**config.mk**
```make
export PLATFORM = sky130hd
export DESIGN_NAME = jump_controller
export DESIGN_NICKNAME = d
export VERILOG_FILES = /design/src/rtl/jump_controller.sv
export SDC_FILE = /design/constraint.sdc
export NUM_CORES = 1
export LEC_CHECK = 0
export ABC_AREA = 1
export CAP_MARGIN = 20
export CELL_PAD_IN_SITES_DETAIL_PLACEMENT = 1
export CELL_PAD_IN_SITES_GLOBAL_PLACEMENT = 1
export CORE_MARGIN = 3
export CORE_UTILIZATION = 37
export DETAILED_ROUTE_END_ITERATION = 12
export GPL_TIMING_DRIVEN = 1
export HOLD_SLACK_MARGIN = 0.08
export PLACE_DENSITY = 0.8
export SYNTH_ARGS = -nofsm -noshare
export SYNTH_HDL_FRONTEND = slang
export SYNTH_SLANG_ARGS = --single-unit
export TNS_END_PERCENT = 10
```
**constraint.sdc**
```tcl
create_clock -name clk -period 2.1 [get_ports clk]
set_input_delay 0.315 -clock clk [delete_from_list [all_inputs] [get_ports clk]]
set_output_delay 0.315 -clock clk [all_outputs]
set_load 0.05 [all_outputs]
```
**src/rtl/jump_controller.sv**
```systemverilog
// Jump sequencer for the player character: animates a one-column hop per video
// frame, then reports landing or a fall off the map to the game state machine.
module jump_controller #(
    parameter int N_COLS      = 8,
    parameter int START_COL   = 3,
    parameter int COL_W       = 64,
    parameter int X_OFFSET    = 32,
    parameter int Y_GROUND    = 400,
    parameter int Y_BOTTOM    = 600,
    parameter int JUMP_FRAMES = 16,
    parameter int DY          = 4,
    parameter int FALL_DY     = 8,
    localparam int COL_BITS   = $clog2(N_COLS)
) (
    input  logic                clk,
    input  logic                rst,
    input  logic                frame_tick,
    input  logic                jump_left,
    input  logic                jump_right,
    input  logic                pos_reset,
    input  logic [N_COLS-1:0]   block_map,
    output logic [11:0]         char_x,
    output logic [11:0]         char_y,
    output logic [COL_BITS-1:0] char_col,
    output logic                busy,
    output logic                character_landed,
    output logic                jump_fail
);

    localparam int CNT_W = $clog2(JUMP_FRAMES + 1);
    localparam int DX    = COL_W / JUMP_FRAMES;
    localparam int HALF  = JUMP_FRAMES / 2;

    localparam logic [11:0]         DX_C       = 12'(DX);
    localparam logic [11:0]         DY_C       = 12'(DY);
    localparam logic [11:0]         COL_W_C    = 12'(COL_W);
    localparam logic [11:0]         X_OFF_C    = 12'(X_OFFSET);
    localparam logic [11:0]         Y_GROUND_C = 12'(Y_GROUND);
    localparam logic [11:0]         Y_BOTTOM_C = 12'(Y_BOTTOM);
    localparam logic [11:0]         START_X_C  = 12'(X_OFFSET + START_COL * COL_W);
    localparam logic [COL_BITS-1:0] START_C    = COL_BITS'(START_COL);
    localparam logic [COL_BITS-1:0] LAST_COL_C = COL_BITS'(N_COLS - 1);
    localparam logic [CNT_W-1:0]    HALF_END_C = CNT_W'(HALF - 1);
    localparam logic [CNT_W-1:0]    JUMP_END_C = CNT_W'(JUMP_FRAMES - 1);

    typedef enum logic [2:0] {IDLE, RISE, DESCEND, CHECK, FALL, LOST} state_t;

    state_t              state_reg, state_next;
    logic                dir_reg, dir_next;          // 1 = moving right
    logic [COL_BITS-1:0] target_reg, target_next;
    logic [CNT_W-1:0]    cnt_reg, cnt_next;
    logic [11:0]         x_reg, x_next;
    logic [11:0]         y_reg, y_next;
    logic [COL_BITS-1:0] col_reg, col_next;
    logic                landed_reg, landed_next;
    logic                fail_reg, fail_next;

    logic [11:0] step_x;
    logic [11:0] land_x;
    logic [12:0] fall_sum;
    logic [11:0] fall_y;
    logic        left_ok;
    logic        right_ok;

    always_ff @(posedge clk or negedge rst) begin
        if (!rst) begin
            state_reg  <= IDLE;
            dir_reg    <= 1'b0;
            target_reg <= START_C;
            cnt_reg    <= '0;
            x_reg      <= START_X_C;
            y_reg      <= Y_GROUND_C;
            col_reg    <= START_C;
            landed_reg <= 1'b0;
            fail_reg   <= 1'b0;
        end else begin
            state_reg  <= state_next;
            dir_reg    <= dir_next;
            target_reg <= target_next;
            cnt_reg    <= cnt_next;
            x_reg      <= x_next;
            y_reg      <= y_next;
            col_reg    <= col_next;
            landed_reg <= landed_next;
            fail_reg   <= fail_next;
        end
    end

    always_comb begin
        step_x   = dir_reg ? (x_reg + DX_C) : (x_reg - DX_C);
        land_x   = X_OFF_C + (12'(target_reg) * COL_W_C);
        fall_sum = {1'b0, y_reg} + 13'(FALL_DY);
        fall_y   = (fall_sum >= 13'(Y_BOTTOM)) ? Y_BOTTOM_C : fall_sum[11:0];
        left_ok  = (col_reg != '0);
        right_ok = (col_reg != LAST_COL_C);
    end

    always_comb begin
        state_next  = state_reg;
        dir_next    = dir_reg;
        target_next = target_reg;
        cnt_next    = cnt_reg;
        x_next      = x_reg;
        y_next      = y_reg;
        col_next    = col_reg;
        landed_next = 1'b0;
        fail_next   = 1'b0;

        case (state_reg)
            IDLE: begin
                if (jump_left ^ jump_right) begin
                    if ((jump_right && right_ok) || (jump_left && left_ok)) begin
                        state_next  = RISE;
                        dir_next    = jump_right;
                        target_next = jump_right ? (col_reg + 1'b1) : (col_reg - 1'b1);
                        cnt_next    = '0;
                    end else begin
                        // Blocked at the map edge: acknowledge without moving.
                        landed_next = 1'b1;
                    end
                end else if (jump_left && jump_right) begin
                    landed_next = 1'b1;
                end
            end
            RISE: begin
                if (frame_tick) begin
                    x_next   = step_x;
                    y_next   = y_reg - DY_C;
                    cnt_next = cnt_reg + 1'b1;
                    if (cnt_reg == HALF_END_C) begin
                        state_next = DESCEND;
                    end
                end
            end
            DESCEND: begin
                if (frame_tick) begin
                    x_next   = step_x;
                    y_next   = y_reg + DY_C;
                    cnt_next = cnt_reg + 1'b1;
                    if (cnt_reg == JUMP_END_C) begin
                        state_next = CHECK;
                    end
                end
            end
            CHECK: begin
                if (block_map[target_reg]) begin
                    // Snap to the exact column origin on landing.
                    state_next  = IDLE;
                    col_next    = target_reg;
                    x_next      = land_x;
                    y_next      = Y_GROUND_C;
                    landed_next = 1'b1;
                end else begin
                    state_next = FALL;
                end
            end
            FALL: begin
                if (frame_tick) begin
                    y_next = fall_y;
                    if (fall_y == Y_BOTTOM_C) begin
                        state_next = LOST;
                        fail_next  = 1'b1;
                    end
                end
            end
            LOST: begin
            end
            default: begin
                state_next = IDLE;
            end
        endcase

        if (pos_reset) begin
            state_next  = IDLE;
            target_next = START_C;
            cnt_next    = '0;
            x_next      = START_X_C;
            y_next      = Y_GROUND_C;
            col_next    = START_C;
            landed_next = 1'b0;
            fail_next   = 1'b0;
        end
    end

    assign char_x           = x_reg;
    assign char_y           = y_reg;
    assign char_col         = col_reg;
    assign busy             = (state_reg != IDLE);
    assign character_landed = landed_reg;
    assign jump_fail        = fail_reg;

endmodule
```
* Word level (Yosys, flattened, before mapping)
Index checks and enable logic that the tools add are counted.
** Operators by class
- Equal/unequal tests :: 20
- Muxes and demuxes :: 48
- Bitwise logic cells :: 1
- Magnitude comparators :: 2
- Add/subtract/negate cells :: 9
- Reduce and logical (&&, ||, !) cells :: 23
** Operators with widths (count)
- $mux 12 :: 10
- $mux 3 :: 18
- $pmux 12 s4 :: 1
- $ne 3x3->1 const B :: 10
- $add 12x3->12 const B :: 2
- $pmux 12 s2 :: 1
- $sub 12x3->12 const B :: 2
- $mux 5 :: 4
- $pmux 3 s6 :: 1
- $add 12x4->13 const B :: 1
- $ge 13x10->1 const B :: 1
- $eq 12x10->1 const B :: 1
- $reduce_bool 3->1 :: 4
- $add 6x9->10 const A :: 1
- $mux 1 :: 10
- $pmux 5 s2 :: 1
- $reduce_bool 2->1 :: 5
- $reduce_and 3->1 :: 3
- $reduce_and 9->1 :: 1
- $eq 3x2->1 const B :: 2
- $eq 3x3->1 const B :: 2
- $add 5x1->5 const B :: 1
- $eq 5x3->1 const B :: 1
- $eq 5x4->1 const B :: 1
- other kinds (17) :: 19
** Word-level totals
- Input bits :: 14
- Flip-flop bits (word level) :: 41
- Output and inout bits :: 30
- Logic and storage cells :: 112

* Longest topological paths before layout
Gate-level depths: netlist of run 1.
- Word-level depth :: 8
- Mapped depth :: 14
- Gate-level depth less buffers :: 14

* Least setup slack after synthesis of run 1
Ideal clock, no wire load.
- Kind :: register to register
- Start point :: register y_reg[3] (netlist: char_y[3])
- End point :: register y_reg[10] (netlist: char_y[10])
- Setup time :: 0.123 ns
- Period minus slack after synthesis :: 2.071 ns
- Arrival :: 1.948 ns
- Required time :: 1.977 ns
- Stages on the path, launching flop included :: 13
- Setup slack :: 0.029 ns
- Buffers on the path :: 0
- Cell sequence :: dfrtp_1 inv_1 fa_1 inv_1 nand4_1 nand3_1 nand2_1 nand2_1 nand2_1 nand2_1 nand2_1 nand2_1 o21ai_1
** On the way
- Word-level cells in the longest chain between the ends :: 6
** Ends and longest elaborated chain
- start, declared :: line 53 : logic [11:0] y_reg, y_next;
- start signal, assigned :: line 82 : y_reg <= y_next;
- $add 12x4->13 :: line 92 : fall_sum = {1'b0, y_reg} + 13'(FALL_DY);
- $ge 13x10->1 :: line 93 : fall_y = (fall_sum >= 13'(Y_BOTTOM)) ? Y_BOTTOM_C : fall_sum[11:0];
- $mux 12 :: line 93
- $mux 12 :: line 158 : if (frame_tick) begin
- $pmux 12 s4 * :: line 109 : case (state_reg)
- $mux 12 * :: line 173 : if (pos_reset) begin
Every way passes the cells marked *; elsewhere a longest branch is shown, timed or not. The select of a mux whose other input is x is not followed.
A chain may end at the register's enable or synchronous reset.

* Worst setup path after layout of run 1
- Start point :: register state_reg[1]
- End point :: register y_reg[10] (netlist: char_y[10])
** On the way
- Word-level cells in the longest chain between the ends :: 3
** Ends and longest elaborated chain
- start, declared :: line 48 : state_t state_reg, state_next;
- start signal, assigned :: line 77 : state_reg <= state_next;
- $eq 3x2->1, or another cell as far along :: line 109
- $ne 3x3->1 (no source line), or another cell as far along
- $reduce_and 5->1 (no source line) / $mux 12 (equally long branches)
Parallel ways exist; a longest one is shown, timed or not.

==> summary.md, run 1 <==
| Metric | Value |
|---|---|
| Cell Area, Synth | `3397 µm²` |
| Vias in the first global route | `3535` |
| DRC violations left | `0` |
| Area Growth Syn to Fin | `27.66%` |
| MaxCap Viol Count | `0` |
| CTS Hold Buffers Added | `0` |
| Number of clock sinks | `39` |
| Antenna cells | `0` |
| Die ar. | `10370 µm²` |
| Fin crit period | `2042 ps` |
| Pwr Density | `1692 nW/µm²` |
| Fillers | `around 1100` |
| IO Count | `44` |
| Clk_skew | `4.370 ps` |
| Final setup vio count | `0` |
| Final core utilization | `around 50%` |
| Clk root buf | `clkbuf_8` |
| Setup crit start | `state_reg[1]$_DFFE_PN0P_` |
| R2r setup slk | `60 ps` |
| Maximum vdd drop | `0.4967 mV` |
| CP Launch Type | `flop` |
| Period utilisation layout | `97.24%` |
| IO Port Bufs | `just over 40` |
| Post-route design area | `approximately 4300 µm²` |
| F_max | `489.7 MHz` |
| Data required, critical path | `2290 ps` |
| Critical Path AT | `2230 ps` |
| Worst flop-to-flop path endpoint | `char_y[10]$_DFFE_PN0P_` |
| Synth Instances | `469` |
| Drt pass-1 iters | `4` |
| Vias per std cell | `5.240` |
| FF-to-FF path depth | `14` |
| Hold Path Class | `input port to async pin` |
| First-pass GRT wire length | `17400 µm` |
| Die height | `101.8 µm` |
| CP Capture Type | `flop` |
| RSZ-0062 raised after global routing | `true` |
| Clock-pin slew reported for the worst setup and hold paths after clock tree synthesis | `~90 ps` |
| Total CTS buffers | `5` |
| Worst r2r src | `state_reg[1]$_DFFE_PN0P_` |
| Slew Limit Fails | `0` |
| DR WL/cell | `between 15 and 20 µm` |
| Status | `complete, no violations` |
| Yosys warning total | `0` |
| Clk buf depth | `2` |
| DP Area | `between 4000 and 5000 µm²` |
| Worst-path maximum fanout | `7` |
| Clk_lat worst skew | `~290 ps` |
| Slew @ Worst Pin | `554.8 ps` |
| CTS tree | `yes` |
| FP Rows | `34` |
| Register area share after synthesis | `29.10%` |
| H-tree depth | `2` |
| HPWL after detailed placement | `8137 µm` |
| Core Area | `slightly below 9000 µm²` |
| Yosys cell types | `44` |
| Gr usage total | `20.88%` |
| Final ANT Viol Nets | `0` |
| Starting Density | `roughly 39%` |
| Kind of critical path | `flop to flop` |
| Share of cells above drive strength 1 | `21.92%` |
| Starting DRT DRC Count | `between 100 and 150` |
| Layout Nets | `580` |
| Max reg flops | `12` |
| Rel. slew slack | `a little over three fifths` |
| Routed vias | `between 3000 and 4000` |
| Synthesized flop and latch total | `39` |
| Syn avg cell area | `7.243 µm²` |
| Largest net degree at the start of global routing | `40` |
| Final Wtd Congestion | `0.8797` |
| Final Hold Viols | `0` |
| Remaining global-route overflow | `0` |
| Die W | `101.8 µm` |
| Initial antenna violation count | `0` |
| Crit path to | `char_y[10]$_DFFE_PN0P_` |
| Final wirelength | `10520 µm` |
| Leak Pwr | `2.100 nW` |
-- power breakdown --
| group | total (W) | switching, W | leakage [nW] | internal (W) |
|---|---|---|---|---|
| clock | 0.000653 | 0.000296 | 0.0524 | 0.000357 |
| sequential | 0.00137 | 0.000313 | 0.496 | 0.00105 |
| combinational | 0.00532 | 0.00331 | 1.55 | 0.00200 |
-- cell type report --
class,count,area [µm²],area share (%)
Multi-Input combinational cell,365,2243,51.73
Sequential cell,39,988.4,22.79
Timing Repair Buffer,71,633.1,14.60
Inverter,60,230.2,5.309
Tap cell,108,135.1,3.116
Clock buffer,7,76.32,1.760
Clock inverter,1,30.03,0.6924
-- logic make-up (layout without fill, tap and decap cells) --
kind of cell	Yosys count	after routing	share of synthesized area [%]
and+or+nand+nor	263	263	38.45
AOI/OAI and AO/OA	68	68	12.56
buffers and inverters	66	139	8.177
DFF	39	39	29.10
adders and majority gates	24	24	9.503
xor gates and xnor gates	7	7	1.805
other	1	2	0.1104
muxes	1	1	0.2947
-- cell usage in the layout, fill, tap and decap left out, types with 7 or more instances in the layout --
cell type | synthesis | layout
dfrtp_1 | 29 | 29
o21ai_1 | 6 | 8
inv_1 | 52 | 51
o21ai_0 | 20 | 18
dfstp_2 | 10 | 10
a21oi_1 | 21 | 18
inv_2 | 6 | 7
nand3_1 | 34 | 34
ha_1 | 21 | 11
nand4_1 | 14 | 14
buf_4 | 2 | 33
clkdlybuf4s50_1 | 0 | 36
nand2_1 | 126 | 126
nor2_1 | 43 | 41
nand3_2 | 7 | 7
-- worst min path at each step --
| stage | from | to | slack (ps) | depth (start not counted) |
|---|---|---|---|---|
| after floorplan | rst | char_col[2]$_DFFE_PN0P_ | 20 | 0 |
| after global placement | rst | char_x[9]$_DFFE_PN0P_ | 410 | 2 |
| after detailed placement | rst | char_x[9]$_DFFE_PN0P_ | 420 | 2 |
| after CTS | rst | char_x[9]$_DFFE_PN0P_ | 90 | 2 |
| after global routing | rst | char_x[10]$_DFFE_PN0P_ | 120 | 2 |
| final | rst | char_x[8]$_DFFE_PN0P_ | 90 | 2 |
-- through the flow --
step | instances | setup TNS [ps] | power [W] | hold slack, ps | worst slack (ps)
CTS | 646 | 0 | 0.007073 | 93.39 | 3.843
global route | 651 | -357.7 | 0.007997 | 120.1 | -80.63
global placement | 637 | 0 | 0.006162 | 413.4 | 58.33
detailed placement | 637 | -0.7114 | 0.006354 | 424.1 | -0.7114
finish | 651 | 0 | 0.007337 | 90.53 | 57.89
floorplan | 470 | 0 | 0.004857 | 19.41 | 29.06
-- synth_stat cells, drive strengths merged --
| library cell | number | area, µm² |
|---|---|---|
| xnor2 | 3 | 26.28 |
| nand3 | 45 | 310.3 |
| o211ai | 4 | 30.03 |
| a2bb2oi | 2 | 30.03 |
| nand4 | 14 | 87.58 |
| nand3b | 4 | 30.03 |
| xor2 | 4 | 35.03 |
| a21o | 3 | 22.52 |
| a21boi | 2 | 30.03 |
| and3 | 1 | 6.260 |
| a21oi | 22 | 113.9 |
| mux2i | 1 | 10.01 |
| nor2 | 53 | 254.0 |
| o21ai | 26 | 130.1 |
| inv | 60 | 230.2 |
| or2 | 5 | 31.28 |
| nor3 | 4 | 25.02 |
| dfrtp | 29 | 725.7 |
| fa | 3 | 60.06 |
| dfstp | 10 | 262.8 |
| conb | 1 | 3.750 |
| o22ai | 2 | 12.51 |
| o21a | 1 | 7.510 |
| buf | 6 | 47.54 |
| ha | 21 | 262.8 |
| nand2 | 137 | 561.8 |
| o21bai | 3 | 22.52 |
| o31ai | 3 | 27.52 |
-- layer usage --
layer	GRT usage, %	routed length [µm]	part of all wire (%)	vias up
met5	0	0	0	-
met3	2.321	238	2.3	17
met2	36.12	5228	50	54
met4	5.146	192	1.8	0
li1	-	-	-	1684
met1	27.99	4863	46	1656
-- critical path, cell delays in order, from the launching register on --
cell,delay (ps)
dfrtp_1,430
nand3_4,150
buf_4,130
inv_1,60
fa_2,360
inv_1,110
nand4_1,130
nand3_1,90
nand2_1,80
nand2_1,90
nand2_1,60
nand2_1,70
nand2_1,50
nand2_1,50
o21ai_1,50
-- timing repair --
action,in CTS,in global routing
resized for setup,1,20
buffers inserted,1,5
pin swaps,1,3
gates cloned,0,0
endpoints found under the setup margin,1,16
(Power assumes the default switching activity.)
==> run 2: changes to the inputs <==
SETUP_SLACK_MARGIN = 0.05   (was not set)
==> summary.md, run 2 (synthesis gave the netlist of run 1 again) <==
| Metric | Value |
|---|---|
| Share of cells above drive strength 1 | `21.63%` |
| Rel. slew slack | `65.58%` |
| IO Count | `44` |
| FP Rows | `34` |
| Gr usage total | `20.55%` |
| RSZ-0062 raised after global routing | `true` |
| CTS tree | `yes` |
| Crit path top cell by count | `nand2_1` |
| Bufs and invs on worst path | `4` |
| Worst path cell trace | `inv_2, nand3_4, buf_4, inv_1, fa_2, inv_1, nand4_1, nand3_1, nand2_1, nand2_1, nand2_1, nand2_1, nand2_1, nand2_1, o21ai_1` |
| Worst-path maximum fanout | `6` |
| Clock-pin slew reported for the worst setup and hold paths after clock tree synthesis | `90 ps` |
| Status | `complete, no violations` |
| Final setup vio count | `0` |
| Fillers | `1127` |
| Worst path top cell family by delay | `simple AND/OR/NAND/NOR gates` |
| Commonest non-fill, non-tap cells in the layout | `126 x nand2_1, 50 x inv_1, 39 x nor2_1` |
| Die W | `101.8 µm` |
| Starting DRT DRC Count | `125` |
| Die height | `between 100 and 150 µm` |
| CP Launch Type | `flop` |
| Largest net degree at the start of global routing | `21` |
| Slew @ Worst Pin | `514.7 ps` |
| Critical Path AT | `about 2200 ps` |
| Clk buf depth | `2` |
| Layout Nets | `about 580` |
| Vias in the first global route | `3665` |
| Hold Path Class | `flop to flop` |
| Starting Density | `38.58%` |
| Total CTS buffers | `5` |
| Period utilisation layout | `97.54%` |
| Non-Filler Instances | `649` |
| Routed vias | `approximately 3400` |
| Final core utilization | `49.47%` |
| Pre-CTS WS | `-63.94 ps` |
| Max reg flops | `12` |
| Remaining global-route overflow | `0` |
| Hold_ws | `493.7 ps` |
| Pwr Density | `1665 nW/µm²` |
| DRC violations left | `0` |
| Hold Crit Start | `char_x[6]$_DFFE_PN1P_` |
| Antenna cells | `0` |
| DR WL/cell | `15.97 µm` |
| Final wirelength | `10360 µm` |
| H-tree depth | `2` |
| Core Area | `8806 µm²` |
| Commonest non-fill, non-tap cell in the layout | `nand2_1` |
| Clk root buf | `clkbuf_8` |
| F_max | `488.2 MHz` |
| Slew Limit Fails | `0` |
| Clk_skew | `7.245 ps` |
| Placed Cells | `635` |
| Data required, critical path | `2290 ps` |
| Final Wtd Congestion | `just over 0.9` |
| PnR worst setup slack | `51.67 ps` |
| CP max stage delay | `380 ps` |
| Kind of critical path | `flop to flop` |
| First-pass GRT wire length | `~17000 µm` |
| Setup crit start | `state_reg[2]$_DFFE_PN0P_` |
| Maximum vdd drop | `0.4818 mV` |
| Initial antenna violation count | `0` |
| Fin crit period | `2048 ps` |
| Critical-path top delay cell | `dfrtp_1` |
| Leak Pwr | `~2.1 nW` |
| Clk_lat worst skew | `300 ps` |
| Final ANT Viol Nets | `0` |
| Number of clock sinks | `39` |
| Area Growth Syn to Fin | `28.25%` |
| Setup TNS | `0 ps` |
| CP Capture Type | `flop` |
| HPWL after detailed placement | `8233 µm` |
| Die ar. | `10370 µm²` |
| MaxCap Viol Count | `0` |
| IO Port Bufs | `41` |
| Final Hold Viols | `0` |
| Vias per std cell | `a little over 5` |
| Worst r2r src | `state_reg[2]$_DFFE_PN0P_` |
| Drt pass-1 iters | `4` |
[run 2: cell types whose count changed in the layout (fill, tap and decap cells not counted), sizes merged]
| cell | delta |
|---|---|
| clkbuf | -2 |
| clkdlybuf4s50 | -3 |
| buf | -4 |
| dlymetal6s2s | +4 |
| dlygate4sd3 | +1 |
| clkinv | +2 |
[run 2: worst register-to-register path: stages, from the launching register on]
cell	delay (ps)
dfrtp_1	380
inv_2	60
nand3_4	140
buf_4	170
inv_1	80
fa_2	350
inv_1	90
nand4_1	140
nand3_1	110
nand2_1	70
nand2_1	70
nand2_1	50
nand2_1	70
nand2_1	50
nand2_1	60
o21ai_1	60
[run 2: final cells by class]
cell class / count / area (µm²) / area share [%]
sequential: 39 / 989.7 / 22.72
inverter: 60 / 230.2 / 5.284
timing repair buffer: 69 / 640.6 / 14.70
tap: 108 / 135.1 / 3.102
clock buffer: 5 / 68.82 / 1.580
clock inverter: 3 / 43.79 / 1.005
multi-input combinational: 365 / 2248 / 51.61
[run 2: through the flow]
stage          area, µm²  power (W)
2_1_floorplan       3402   0.004858
3_3_place_gp        4065   0.006103
3_5_place_dp        4065   0.006287
4_1_cts             4277   0.007142
5_1_grt             4357   0.007918
6_report            4357   0.007254
[run 2: timing repair]
action / in CTS / in global routing
setup endpoints to repair: 6 / 19
hold buffers: 1 / 0
pin swaps: 2 / 7
buffers inserted: 3 / 2
endpoints found under the hold margin: 15 / 0
resized for setup: 7 / 18
[run 2: worst paths after layout]
check	slack (ps)	depth (start not counted)	end
max	50	15	char_y[10]$_DFFE_PN0P_
min	490	2	char_x[6]$_DFFE_PN1P_
min reg2reg	490	2	char_x[6]$_DFFE_PN1P_
max in group asynchronous	940	3	target_reg[1]$_DFFE_PN1P_
max reg2reg	50	15	char_y[10]$_DFFE_PN0P_
min in group asynchronous	520	2	char_x[10]$_DFFE_PN0P_
[run 2: power breakdown]
| group | switching (W) | internal (W) | leakage (nW) |
|---|---|---|---|
| clock | 0.000303 | 0.000354 | 0.0581 |
| combinational | 0.00324 | 0.00196 | 1.57 |
| sequential | 0.000345 | 0.00105 | 0.495 |
[run 2: metal layers]
| layer | vias up | routed length (µm) | global-route usage [%] |
|---|---|---|---|
| met1 | 1609 | 4681 | 26.65 |
| met2 | 53 | 5357 | 37.27 |
| met4 | 0 | 70 | 4.339 |
| li1 | 1684 | - | - |
| met5 | - | 0 | 0 |
| met3 | 5 | 255 | 1.911 |
